File: config.mk
export PLATFORM = sky130hd
export DESIGN_NAME = ro_measure_ctrl
export DESIGN_NICKNAME = d
export VERILOG_FILES = /design/src/rtl/ro_measure_ctrl.sv
export SDC_FILE = /design/constraint.sdc
export NUM_CORES = 1
export LEC_CHECK = 0
export CAP_MARGIN = 20
export CORE_MARGIN = 1
export CORE_UTILIZATION = 45
export DETAILED_ROUTE_END_ITERATION = 12
export DONT_BUFFER_PORTS = 1
export PLACE_DENSITY = 0.64
export SLEW_MARGIN = 20
export SYNTH_ARGS = -nofsm -noshare
export SYNTH_HDL_FRONTEND = slang
export SYNTH_SLANG_ARGS = --single-unit
export TNS_END_PERCENT = 5
File: constraint.sdc
create_clock -name clk -period 2.3 [get_ports clk]
set_clock_uncertainty 0.1 [all_clocks]
set_input_delay 0.46 -clock clk [delete_from_list [all_inputs] [get_ports clk]]
set_output_delay 0.46 -clock clk [all_outputs]
set_load 0.02 [all_outputs]
File: src/rtl/ro_measure_ctrl.sv
// Ring-oscillator frequency sweep controller: steps the divider select 0..3 and
// counts synchronised div_clk rising edges over a fixed gate window per select.
module ro_measure_ctrl #(
   parameter int GATE_CYCLES   = 1024,
   parameter int SETTLE_CYCLES = 16,
   parameter int CNT_W         = 16
) (
   input  logic             clk,
   input  logic             rst,
   input  logic             start,
   input  logic             abort,
   input  logic             div_clk,
   input  logic             result_ready,
   output logic [3:0]       sel,
   output logic             busy,
   output logic             result_valid,
   output logic [3:0]       result_sel,
   output logic [CNT_W-1:0] result_count,
   output logic             done
);

   localparam int MAXC  = (GATE_CYCLES > SETTLE_CYCLES) ? GATE_CYCLES : SETTLE_CYCLES;
   localparam int CYC_W = (MAXC > 2) ? $clog2(MAXC) : 1;
   localparam logic [CYC_W-1:0] SETTLE_LAST = CYC_W'(SETTLE_CYCLES - 1);
   localparam logic [CYC_W-1:0] GATE_LAST   = CYC_W'(GATE_CYCLES - 1);
   localparam logic [CNT_W-1:0] CNT_MAX     = '1;

   typedef enum logic [2:0] {ST_IDLE, ST_SETTLE, ST_COUNT, ST_REPORT, ST_DONE} state_t;

   state_t             state_q, state_d;
   logic               sync1_q, sync2_q, prev_q;
   logic [CYC_W-1:0]   cyc_q, cyc_d;
   logic [CNT_W-1:0]   cnt_q, cnt_d;
   logic [1:0]         sel_q, sel_d;
   logic               rvalid_q, rvalid_d;
   logic [1:0]         rsel_q, rsel_d;
   logic [CNT_W-1:0]   rcount_q, rcount_d;
   logic               edge_det;
   logic [CNT_W-1:0]   cnt_inc;
   logic               done_pulse;

   always_ff @(posedge clk or posedge rst) begin
      if (rst) begin
         sync1_q <= 1'b0;
         sync2_q <= 1'b0;
         prev_q  <= 1'b0;
      end else begin
         sync1_q <= div_clk;
         sync2_q <= sync1_q;
         prev_q  <= sync2_q;
      end
   end

   assign edge_det = sync2_q & ~prev_q;
   assign cnt_inc  = (edge_det && (cnt_q != CNT_MAX)) ? cnt_q + CNT_W'(1) : cnt_q;

   always_ff @(posedge clk or posedge rst) begin
      if (rst) begin
         state_q  <= ST_IDLE;
         cyc_q    <= '0;
         cnt_q    <= '0;
         sel_q    <= '0;
         rvalid_q <= 1'b0;
         rsel_q   <= '0;
         rcount_q <= '0;
      end else begin
         state_q  <= state_d;
         cyc_q    <= cyc_d;
         cnt_q    <= cnt_d;
         sel_q    <= sel_d;
         rvalid_q <= rvalid_d;
         rsel_q   <= rsel_d;
         rcount_q <= rcount_d;
      end
   end

   always_comb begin
      state_d    = state_q;
      cyc_d      = cyc_q;
      cnt_d      = cnt_q;
      sel_d      = sel_q;
      rvalid_d   = rvalid_q;
      rsel_d     = rsel_q;
      rcount_d   = rcount_q;
      done_pulse = 1'b0;
      case (state_q)
         ST_IDLE: begin
            if (start && !abort) begin
               sel_d   = '0;
               cyc_d   = '0;
               cnt_d   = '0;
               state_d = ST_SETTLE;
            end
         end
         ST_SETTLE: begin
            if (abort) begin
               state_d = ST_IDLE;
            end else if (cyc_q == SETTLE_LAST) begin
               cyc_d   = '0;
               state_d = ST_COUNT;
            end else begin
               cyc_d = cyc_q + CYC_W'(1);
            end
         end
         ST_COUNT: begin
            if (abort) begin
               state_d = ST_IDLE;
            end else begin
               cnt_d = cnt_inc;
               if (cyc_q == GATE_LAST) begin
                  // the edge seen in the final gate cycle still belongs to this window
                  cyc_d    = '0;
                  rvalid_d = 1'b1;
                  rsel_d   = sel_q;
                  rcount_d = cnt_inc;
                  state_d  = ST_REPORT;
               end else begin
                  cyc_d = cyc_q + CYC_W'(1);
               end
            end
         end
         ST_REPORT: begin
            if (abort) begin
               rvalid_d = 1'b0;
               state_d  = ST_IDLE;
            end else if (result_ready) begin
               rvalid_d = 1'b0;
               if (sel_q != 2'd3) begin
                  sel_d   = sel_q + 2'd1;
                  cyc_d   = '0;
                  cnt_d   = '0;
                  state_d = ST_SETTLE;
               end else begin
                  state_d = ST_DONE;
               end
            end
         end
         ST_DONE: begin
            done_pulse = !abort;
            state_d    = ST_IDLE;
         end
         default: state_d = ST_IDLE;
      endcase
   end

   assign sel          = {2'b00, sel_q};
   assign busy         = (state_q != ST_IDLE);
   assign result_valid = rvalid_q;
   assign result_sel   = {2'b00, rsel_q};
   assign result_count = rcount_q;
   assign done         = done_pulse;

endmodule

==> impl_metrics.ini, run 1 <==
[status]
outcome = complete, no violations

[detailed_routing]
vias = 2317
drc = 0
drt_iter0_markers = 111
wl_per_cell_um = 14.9
viasPerCell = 5.78
routed_wl_um = 5990
drtPass1Iterations = 4
drtAntennaViolNets = 0

[power]
p_per_area_nw_per_um2 = 753
combPwrFrac = 0.297
p_leak_uw = 0.00137
p_switching_uw = 871
p_seq_frac = 0.467
ir_drop_v = 0.000466
power.internal_uw = 1500
switching_share = 0.367
clock_power_share = 0.236

[timing]
fin_crit_sh = 0.934
setup_viol = 0
hold_violations = 0
finalWorstSetupSlack_ns = 0.153
finalMaxSlewViolations = 0
fin_setup_tns_ns = 0
max_slew_margin = 0.664
tightest_slew_ns = 0.503
fmax_mhz = 466
min_period_ns = 2.15
rsz0062_at_grt = no

[logic_synthesis]
yosysSeqAreaShare = 0.445
synth_top_area_share = 0.445
syn_inst = 321
synth-edff-count = 0
async_reset_ff_frac = 1.00
ys_types = 57
ys_warn_count = 0
synthTopCellsByArea = dfrtp_1 (44%), nand2_1 (4.8%), o21ai_0 (3.5%)
syn_area_um2 = 2980
yosys.area.top_type = dfrtp_1
syn_avg_cell_area_um2 = 9.29
ys_seq_elements = 53
ys.flop_type = dfrtp_1

[clocking]
cts_tree = yes
cts_buffer_depth = 2
cts-root-buf = clkbuf_8
cts_buffers = 5
numClockSinks = 53
h-tree-depth = 2
clk_latency_ns = 0.31
clk_pin_slew_ns = 0.10

[global_routing]
grt_max_degree = 37
grt_pass1_wl_um = 10700
antenna_found_initial = 0
grt_usage = 0.187
overflow = 0
grt_pass1_vias = 2248

[setup_path]
cp.arrival_ns = 2.25
crit_fanout = 36
cp-start-kind = flop
critical_path_required_ns = 2.40
r2r_cells = 6
end_kind = flop
critical_path_class = reg -> reg

[floorplan]
rows = 29
dieWidth_um = 83.4
die_area_um2 = 6960
die_y_um = 83.4
design.core.area_um2 = 6390
io_pins = 33
start_util = 0.467

[job]
cap_violations = 0

[finish]
syn_to_final_growth_pct = 5.58
final_cells = 401
fillers = 591
n_antenna_cell = 0
drive_gt1_frac = 0.111
layout.nets = 332

[placed_design]
routabilityCongestion = 0.817
numPortBuffers = 0
placed_cells = 392
hpwlAfterDp_um = 4240
post-place-ws_ns = 0.171

[hold_path]
min_path_cells = 0
hold_class = in -> reg
==> sequential cells by signal, summed over array words and instances (netlist names) <==
signal,cells
cnt_q,16
result_count,16
cyc_q,10
state_q,3
rsel_q,2
sel_q,2
prev_q,1
result_valid,1
sync1_q,1
sync2_q,1
==> layout make-up <==
class,count,area (um2),share of cell area
clock buffers,5,68.8,0.0219
clock inverters,3,26.3,0.00834
inverters,8,30.0,0.00954
multi-input cells,245,1500,0.476
flip-flops and latches,53,1330,0.421
well taps,77,96.3,0.0306
repair buffers,10,103,0.0326
==> cell usage after synthesis, types with 2 or more instances <==
| master | number |
|---|---|
| a211oi_1 | 2 |
| a21o_1 | 8 |
| a21oi_1 | 17 |
| a31oi_1 | 5 |
| and2_1 | 2 |
| and2_2 | 2 |
| and3_1 | 11 |
| and4_1 | 5 |
| buf_4 | 7 |
| buf_6 | 3 |
| clkbuf_1 | 4 |
| clkbuf_8 | 2 |
| dfrtp_1 | 53 |
| ha_1 | 3 |
| inv_1 | 8 |
| mux2i_1 | 2 |
| nand2_1 | 38 |
| nand2b_1 | 4 |
| nand3_1 | 16 |
| nand4_1 | 9 |
| nor2_1 | 15 |
| nor2b_1 | 3 |
| nor3_1 | 4 |
| nor3b_1 | 2 |
| nor4_1 | 3 |
| nor4_2 | 3 |
| o21ai_0 | 21 |
| o21ai_1 | 15 |
| o21bai_1 | 4 |
| o2bb2ai_1 | 2 |
| o31ai_1 | 5 |
| or2_2 | 2 |
| or3_1 | 5 |
| xnor2_1 | 9 |
| xor2_1 | 5 |
==> cells in the final DEF, fill, tap and decap left out, types with 3 or more instances in the layout <==
master | synthesis | routed
dfrtp_1 | 53 | 53
nand2_1 | 38 | 38
o21ai_0 | 21 | 21
a21oi_1 | 17 | 17
nand3_1 | 16 | 16
nor2_1 | 15 | 15
o21ai_1 | 15 | 15
and3_1 | 11 | 11
nand4_1 | 9 | 9
xnor2_1 | 9 | 9
a21o_1 | 8 | 8
inv_1 | 8 | 7
buf_4 | 7 | 7
or3_1 | 5 | 5
and4_1 | 5 | 5
o31ai_1 | 5 | 5
xor2_1 | 5 | 5
a31oi_1 | 5 | 5
clkbuf_8 | 2 | 5
nand2b_1 | 4 | 4
nor3_1 | 4 | 4
o21bai_1 | 4 | 4
conb_1 | 1 | 4
nor4_2 | 3 | 3
nor4_1 | 3 | 3
nor2b_1 | 3 | 3
ha_1 | 3 | 3
==> power by group through the flow <==
stage / Clock (uW) / Sequential [uW] / Combinational [uW]
6_report: 559 / 1110 / 705
3_5_place_dp: 0 / 1120 / 704
3_3_place_gp: 0 / 1120 / 689
5_1_grt: 612 / 1120 / 796
2_1_floorplan: 0 / 1100 / 573
4_1_cts: 580 / 1110 / 707
==> through the flow <==
stage / area (um2) / utilization / power, uW / hold slack [ns]
6_report: 3150 / 0.493 / 2370 / 0.0731
5_1_grt: 3150 / 0.493 / 2530 / 0.0472
4_1_cts: 3150 / 0.493 / 2390 / 0.0610
3_5_place_dp: 3040 / 0.477 / 1830 / 0.239
3_3_place_gp: 3040 / 0.477 / 1810 / 0.236
2_1_floorplan: 2990 / - / 1680 / 0.231
==> worst max-delay path: stages (launching register included) <==
cell	delay (ns)
dfrtp_1	0.41
ha_1	0.21
and3_1	0.22
nand3_1	0.16
or3_1	0.45
buf_12	0.19
mux2_4	0.30
==> timing repair <==
item | CTS | global route
hold buffers | 1 | 0
gates resized for setup | 0 | 0
setup buffers | 0 | 0
endpoints found under the hold margin | 22 | 0
==> per-layer routing <==
| metal | GRT usage | up-vias | part of all wire |
|---|---|---|---|
| li1 | - | 1161 | - |
| met1 | 0.246 | 1114 | 0.47 |
| met5 | 0 | - | 0 |
| met4 | 0.0586 | 0 | 0.014 |
| met2 | 0.316 | 36 | 0.49 |
| met3 | 0.0328 | 6 | 0.029 |
==> path summary, 6_finish.rpt <==
kind / start / end / slack [ns]
worst min-delay path: div_clk / sync1_q$_DFF_PP0_ / 0.07
min in group asynchronous: rst / result_count[8]$_DFFE_PP0P_ / 0.52
worst max-delay path: cyc_q[0]$_DFFE_PP0P_ / rsel_q[0]$_DFFE_PP0P_ / 0.15
max in group asynchronous: rst / cyc_q[5]$_DFFE_PP0P_ / 1.03
worst min register to register: sync1_q$_DFF_PP0_ / sync2_q$_DFF_PP0_ / 0.26
worst max register to register: cyc_q[0]$_DFFE_PP0P_ / rsel_q[0]$_DFFE_PP0P_ / 0.15
==> cells by family (layout without fill, tap and decap cells) <==
family / count (synthesis) / after routing / synth area share
and+or+nand+nor: 131 / 131 / 0.243
other: 1 / 4 / 0.00126
AOI/OAI and AO/OA: 90 / 90 / 0.189
buffers and inverters: 26 / 26 / 0.0566
xor gates and xnor gates: 14 / 14 / 0.0411
DFF: 53 / 53 / 0.445
adders and majority gates: 3 / 3 / 0.0126
muxes: 3 / 3 / 0.0117
No activity file was read; power rests on OpenSTA's default activity.
==> run 2, diff against run 1 <==
Settings changed: CORE_MARGIN 1 to unset, SLEW_MARGIN 20 to 10.
Clock period 2.3 ns to 2.5 ns, I/O delays scaled along.
==> run 2 against run 1 <==
Compared with the run above:
- global-route usage is 0.33 points lower
- clock power is 15% lower
- utilization is 0.65 points lower
- setup slack better by 0.21 ns
- register-to-register slack better by 0.21 ns
- combinational power is 10% lower
- via count is 1.6% higher
- final cell count is 0.50% lower
- non-clock buffer count is 2 lower
- flip-flop and latch count stayed put
- critical path type unchanged
- largest cell class unchanged
- largest power group unchanged
==> impl_metrics.ini, run 2 (synthesis gave the netlist of run 1 again) <==
[setup_path]
critical_path_required_ns = 2.60
cp-start-kind = flop
end_kind = flop
critical_path_class = reg -> reg
max_stage_delay_ns = 0.42
cp_cell_sequence = ha_1 -> and3_1 -> nand3_1 -> or3_1 -> buf_4 -> mux2_4
crit_slowest_cell = or3_1
cp.arrival_ns = 2.23
crit_fanout = 20
rrSetupSlack_ns = 0.36

[floorplan]
die_y_um = 83.4
dieWidth_um = 83.4
design.core.area_um2 = 6390
io_pins = 33
die_area_um2 = 6960
start_util = 0.467
rows = 29

[clocking]
cts-root-buf = clkbuf_8
holdBufCountCts = 0
clk_latency_ns = 0.30
h-tree-depth = 2
numClockSinks = 53
clk_pin_slew_ns = 0.09
post_cts_resize_count = 0
cts_buffers = 5
postCtsSetupBuffers = 0
cts_tree = yes
cts_buffer_depth = 2

[detailed_routing]
drc = 0
viasPerCell = 5.90
wl_per_cell_um = 15.3
drtAntennaViolNets = 0
routed_wl_um = 6120
drtPass1Iterations = 4
drt_iter0_markers = 153
vias = 2355

[finish]
drive_gt1_frac = 0.102
utilization = 0.487
register_area_um2 = 1330
mostFrequentLayoutCells = dfrtp_1 (53), nand2_1 (38), o21ai_0 (21)
fillers = 610
multi_input_area_um2 = 1500
syn_to_final_growth_pct = 4.19
layout.nets = 330
final_common_cell = dfrtp_1
n_antenna_cell = 0
finalInstanceArea_um2 = 3110

[timing]
max_slew_margin = 0.598
min_period_ns = 2.14
setup_viol = 0
tightest_slew_ns = 0.603
hold-worst-slack_ns = 0.0409
rsz0062_at_grt = no
finalMaxSlewViolations = 0
hold_violations = 0
fin_setup_tns_ns = 0
fmax_mhz = 468
fin_crit_sh = 0.854

[global_routing]
grt_usage = 0.184
grt_pass1_vias = 2244
grt_max_degree = 28
antenna_found_initial = 0
overflow = 0
grt_pass1_wl_um = 10500

[power]
combPwrFrac = 0.295
p_seq_frac = 0.483
p_per_area_nw_per_um2 = 688
p_leak_uw = 0.00135
ir_drop_v = 0.000346
switching_share = 0.361
power_uw = 2140
power.internal_uw = 1370
clock_power_share = 0.222
p_switching_uw = 771

[placed_design]
hpwlAfterDp_um = 4370
routabilityCongestion = 0.832
numPortBuffers = 0
placed_area_um2 = 3020

[job]
cap_violations = 0

[hold_path]
hold_class = in -> async

[status]
outcome = complete, no violations
[run 2: power groups by stage]
stage | combinational [uW] | clock (uW) | sequential (uW)
global route | 704 | 524 | 1050
detailed placement | 632 | 0 | 1050
CTS | 633 | 499 | 1030
finish | 631 | 475 | 1030
global placement | 613 | 0 | 1040
floorplan | 527 | 0 | 1010
[run 2: layer usage]
layer	wire, um	GRT usage	share of wire
met1	2820	0.239	0.46
met2	3100	0.311	0.51
met3	147	0.0368	0.024
met4	50	0.0555	0.0082
met5	0	0	0
[run 2: final timing paths]
| check | startpoint | endpoint | cells past startpoint |
|---|---|---|---|
| max | cyc_q[0]$_DFFE_PP0P_ | rsel_q[0]$_DFFE_PP0P_ | 6 |
| min reg2reg | sync1_q$_DFF_PP0_ | sync2_q$_DFF_PP0_ | 0 |
| min in group clk | div_clk | sync1_q$_DFF_PP0_ | 0 |
| min | rst | result_count[5]$_DFFE_PP0P_ | 1 |
| max in group asynchronous | rst | result_count[1]$_DFFE_PP0P_ | 2 |
| max reg2reg | cyc_q[0]$_DFFE_PP0P_ | rsel_q[0]$_DFFE_PP0P_ | 6 |
[run 2: cell type report]
cell class,count,area share
Inverter,8,0.00966
Timing Repair Buffer,8,0.0233
Tap cell,77,0.0310
Multi-Input combinational cell,245,0.482
Clock buffer,7,0.0246
Sequential cell,53,0.427
Clock inverter,1,0.00242
[run 2: through the flow]
step / instances / setup slack (ns)
3_5_place_dp: 391 / 0.395
5_1_grt: 399 / 0.247
6_report: 399 / 0.365
2_1_floorplan: 324 / 0.527
4_1_cts: 399 / 0.381
3_3_place_gp: 391 / 0.431
[run 2: critical path, delay by kind of cell (launching register included)]
| kind | cells | cell delay (ns) |
|---|---|---|
| flip-flops | 1 | 0.41 |
| buffers and inverters | 1 | 0.21 |
| adder cells (fa/ha/maj) | 1 | 0.21 |
| AND/OR/NAND/NOR | 3 | 0.79 |
| multiplexers | 1 | 0.31 |
